[src/rtl/rat_io_bridge.sv]
// rat_io_bridge: port-mapped I/O bridge for the RAT MCU with output registers,
// synchronised input ports and a debounced, maskable rising-edge interrupt controller.
module rat_io_bridge #(
   parameter int         NUM_OUT     = 4,
   parameter int         NUM_IN      = 4,
   parameter int         NUM_IRQ     = 4,
   parameter logic [7:0] OUT_BASE_ID = 8'h40,
   parameter logic [7:0] IN_BASE_ID  = 8'h20,
   parameter logic [7:0] IRQ_STAT_ID = 8'hF0,
   parameter logic [7:0] IRQ_MASK_ID = 8'hF1,
   parameter logic [7:0] IRQ_ACK_ID  = 8'hF2,
   parameter int         DB_CYCLES   = 16
) (
   input  logic                 CLK,
   input  logic                 RESET_N,
   input  logic [7:0]           PORT_ID,
   input  logic [7:0]           OUT_PORT,
   input  logic                 IO_STRB,
   output logic [7:0]           IN_PORT,
   output logic                 INTV,
   input  logic [NUM_IN*8-1:0]  IN_DATA,
   output logic [NUM_OUT*8-1:0] OUT_DATA,
   input  logic [NUM_IRQ-1:0]   IRQ_SRC
);
   localparam int CW = $clog2(DB_CYCLES + 1);

   logic [NUM_OUT*8-1:0] out_q;
   logic [NUM_IN*8-1:0]  in_s1, in_s2;
   logic [NUM_IRQ-1:0]   irq_s1, irq_s2, deb, pending, mask, flip, ack;
   logic [CW-1:0]        cnt [NUM_IRQ];
   logic                 intv_q;
   logic [7:0]           rd;

   // flip marks the edge on which a source has differed for DB_CYCLES samples
   always_comb begin
      flip = '0;
      for (int i = 0; i < NUM_IRQ; i++)
         flip[i] = (irq_s2[i] != deb[i]) && (cnt[i] == CW'(DB_CYCLES - 1));
      ack = (IO_STRB && PORT_ID == IRQ_ACK_ID) ? OUT_PORT[NUM_IRQ-1:0] : '0;
   end

   always_ff @(posedge CLK or negedge RESET_N) begin
      if (!RESET_N) begin
         out_q   <= '0;
         in_s1   <= '0;
         in_s2   <= '0;
         irq_s1  <= '0;
         irq_s2  <= '0;
         deb     <= '0;
         pending <= '0;
         mask    <= '0;
         intv_q  <= 1'b0;
         for (int i = 0; i < NUM_IRQ; i++) cnt[i] <= '0;
      end else begin
         for (int k = 0; k < NUM_OUT; k++)
            if (IO_STRB && PORT_ID == 8'(OUT_BASE_ID + k)) out_q[8*k +: 8] <= OUT_PORT;
         in_s1  <= IN_DATA;
         in_s2  <= in_s1;
         irq_s1 <= IRQ_SRC;
         irq_s2 <= irq_s1;
         for (int i = 0; i < NUM_IRQ; i++)
            cnt[i] <= (irq_s2[i] == deb[i] || flip[i]) ? '0 : cnt[i] + 1'b1;
         deb <= deb ^ flip;
         // a new rising edge overrides a simultaneous acknowledge
         pending <= (pending & ~ack) | (flip & irq_s2);
         if (IO_STRB && PORT_ID == IRQ_MASK_ID) mask <= OUT_PORT[NUM_IRQ-1:0];
         intv_q <= |(pending & mask);
      end
   end

   always_comb begin
      rd = '0;
      for (int k = 0; k < NUM_IN; k++)
         if (PORT_ID == 8'(IN_BASE_ID + k)) rd = in_s2[8*k +: 8];
      if (PORT_ID == IRQ_STAT_ID) rd = 8'(pending);
      if (PORT_ID == IRQ_MASK_ID) rd = 8'(mask);
   end

   assign IN_PORT  = rd;
   assign INTV     = intv_q;
   assign OUT_DATA = out_q;
endmodule

[config.mk]
export PLATFORM = sky130hd
export DESIGN_NAME = rat_io_bridge
export DESIGN_NICKNAME = d
export VERILOG_FILES = /design/src/rtl/rat_io_bridge.sv
export SDC_FILE = /design/constraint.sdc
export NUM_CORES = 1
export LEC_CHECK = 0
export BUFFER_PORTS_ARGS = -buffer_cell sky130_fd_sc_hd__buf_2
export CAP_MARGIN = 40
export CORE_MARGIN = 1.5
export CORE_UTILIZATION = 52
export CTS_CLUSTER_SIZE = 30
export DETAILED_ROUTE_END_ITERATION = 10
export GPL_ROUTABILITY_DRIVEN = 0
export GPL_TIMING_DRIVEN = 0
export PLACE_DENSITY = 0.76
export SYNTH_ARGS = -nofsm -noshare
export SYNTH_HDL_FRONTEND = slang
export SYNTH_SLANG_ARGS = --single-unit
[constraint.sdc]
create_clock -name CLK -period 4 [get_ports CLK]
set_input_delay 0.8 -clock CLK [delete_from_list [all_inputs] [get_ports CLK]]
set_output_delay 0.8 -clock CLK [all_outputs]
set_load 0.02 [all_outputs]
==> impl_metrics.csv <==
group,metric,value,unit
layout,fin_nets,507,
detailed_routing,vias,2848,
clocking,path_clk_slew,60,ps
layout,drive_gt1_share,37.86,%
yosys,synthArstFlopShare,100.0,%
sta,worst_pin_slew,667.0,ps
clocking,cts_hold_buf,0,
grt,grt_max_degree,94,
detailed_routing,finalWirelength,8499,um
sta,maxSlewHeadroom,55.20,%
yosys,yosysWarnings,0,
yosys,netlist.area_leader.share,71.34,%
worst_setup_path,critPathCaptureType,"output pin",
floorplan,rows,34,
detailed_routing,viasPerCell,5.041,
grt,grt_pass1_vias,3012,
layout,stdcell_area,0.005989,mm2
yosys,synth_ff_type,"dfrtp_1",
worst_setup_path,crit_path_start_kind,"input pin",
clocking,numCtsBuffers,17,
floorplan,die_h,99.14,um
floorplan,die_area,0.009828,mm2
yosys,synthDistinctLibCells,32,
grt,grt_overflow_total,0,
sta,clock.fmax,0.3173,GHz
clocking,post_cts_buffers,0,
power_and_ir_drop,ir_drop,0.0003234,V
clocking,post_cts_resized,0,
detailed_routing,detail-route-antenna-nets,0,
yosys,ys_ff_latch,137,
power_and_ir_drop,leakagePower,3.005,nW
hold_path,worstHoldPathType,"input pin to async pin",
yosys,synth-edff-count,0,
layout,fill_cells,634,
yosys,synth_commonest_cells,"dfrtp_1, mux2_2, nor2_1, nand2_1",
yosys,synthCells,329,
yosys,synth_most_common_cell,"dfrtp_1",
placed_design,placed_cell_area,0.005450,mm2
sta,finalCriticalPeriod,3152,ps
placed_design,port_buffers,95,
yosys,synth.area.top_cells,"dfrtp_1, mux2_2, nor2_1",
sta,final-setup-viol-count,0,
yosys,yosysSeqAreaShare,71.34,%
worst_setup_path,cp.arrival,2350,ps
floorplan,die_w,99.14,um
detailed_routing,drc_errors,0,
worst_setup_path,crit_type,"input pin to output pin",
yosys,avgSynthCellArea,14.61,um2
floorplan,core_area,0.008848,mm2
sta,finClkSkew,6.009,ps
sta,rsz0062_at_grt,"no",
worst_setup_path,cp_max_fo,10,
grt,antenna_found_initial,0,
sta,finalCritPeriodShare,78.79,%
sta,finalHoldViolCount,0,
detailed_routing,first_pass_iters,4,
floorplan,ios,96,
clocking,cts_tree,"built",
flow_run,drv_cap,0,
clocking,clock_path_buffers,2,
yosys,synth_fp_nets,392,
yosys,syn-cell-area,0.004806,mm2
clocking,htree_levels,4,
outcome,outcome,"completed",
layout,antenna_cells,0,
power_and_ir_drop,powerDensity,507.9,mW/mm2
clocking,cts.sinks,137,
yosys,yosys.area.top_type,"dfrtp_1",
layout,area_growth,24.63,%
clocking,clock_latency,510,ps
floorplan,initial_utilization,54.31,%
worst_setup_path,required,3200,ps
grt,grt_usage,18.80,%
sta,whs,202.5,ps
clocking,cts-root-buf,"clkbuf_8",
sta,fin_setup_tns,0,ps
grt,grt_pass1_wl,14090,um
detailed_routing,drtIter0Drc,107,
detailed_routing,wire_per_inst,15.04,um
sta,slew_violations,0,
placed_design,dp_hpwl,5649,um
-- placed cells by master (no fill, tap or decap), types with 2 or more instances in the layout --
master | netlist | final
xnor2_1 | 4 | 4
a211oi_1 | 4 | 4
buf_2 | 2 | 96
xor2_1 | 8 | 8
a31oi_1 | 4 | 4
clkbuf_16 | 0 | 16
clkinv_4 | 0 | 3
and2_1 | 5 | 5
nor2_1 | 28 | 28
mux2_2 | 39 | 39
mux2i_1 | 5 | 5
clkinvlp_4 | 0 | 3
a22oi_1 | 2 | 2
ha_1 | 8 | 8
nor2b_1 | 5 | 5
nand2b_1 | 5 | 5
clkbuf_1 | 3 | 3
o21ai_0 | 12 | 12
o22ai_1 | 3 | 3
clkbuf_8 | 0 | 2
and3_1 | 5 | 5
clkinv_2 | 0 | 2
nand2_1 | 16 | 16
nor2_2 | 2 | 2
o2bb2ai_1 | 4 | 4
inv_1 | 12 | 12
dfrtp_1 | 137 | 137
nand3_1 | 7 | 7
inv_6 | 0 | 6
-- power by group --
part	internal [mW]	switching (mW)
clock network	0.789	0.596
registers	1.45	0.0307
logic	0.0714	0.101
-- state kept, by name, summed over array words and instances (netlist names), named ones only --
register / cells
mask: 4
in_s2: 32
pending: 4
in_s1: 32
OUT_DATA: 32
cnt: 20
INTV: 1
irq_s1: 4
irq_s2: 4
-- worst paths after layout --
path,from,to,slack [ps],cells past startpoint
min reg2reg,in_s1[5],in_s2[5],350,0
max reg2reg,cnt[0],cnt[0],2520,5
max,PORT_ID[0],IN_PORT[3],850,8
max in group asynchronous,RESET_N,in_s2[17],3030,2
min,RESET_N,OUT_DATA[30],200,1
min in group CLK,in_s1[5],in_s2[5],350,0
-- stage by stage --
stage	power (mW)	setup WS (ps)	util, %	cells
after global placement	1.671	488.6	61.21	532
after CTS	3.072	841.2	67.69	565
after floorplan	1.583	1216	-	329
after detailed placement	1.683	818.5	61.60	533
after global routing	3.161	628.8	67.69	565
final	3.042	848.3	67.69	565
-- final cells by class --
type / count / area (um2) / area share (%)
Buffer: 5 / 21.27 / 0.3551
Timing Repair Buffer: 96 / 509.2 / 8.502
Tap cell: 108 / 135.1 / 2.256
Multi-Input combinational cell: 175 / 1311 / 21.89
Clock inverter: 14 / 111.4 / 1.859
Clock buffer: 18 / 427.9 / 7.144
Inverter: 12 / 45.04 / 0.7520
Sequential cell: 137 / 3428 / 57.24
-- worst max-delay path, stage by stage --
cell and delay [ps]:
buf_2 100, buf_2 280, clkbuf_1 410, mux2i_1 240, nor2_1 60, o21ai_0 170, a31oi_1 110, buf_2 180
-- cell families after synthesis --
family                   Yosys count  share of synthesized area [%]
multiplexers                      44                          10.18
AO/OA/AOI/OAI                     30                          4.009
adder cells (fa/ha/maj)            8                          2.083
buffers and inverters             17                          1.380
flip-flops                       137                          71.34
AND/OR/NAND/NOR                   81                          8.826
XOR/XNOR                          12                          2.187
-- routing by layer --
metal | global-route usage (%) | vias up | wire length (um)
li1 | - | 1348 | -
met1 | 23.49 | 1404 | 3670
met2 | 31.09 | 83 | 4304
met3 | 5.411 | 13 | 375
met4 | 7.909 | 0 | 149
met5 | 0 | - | 0
No activity file was read; power rests on OpenSTA's default activity.
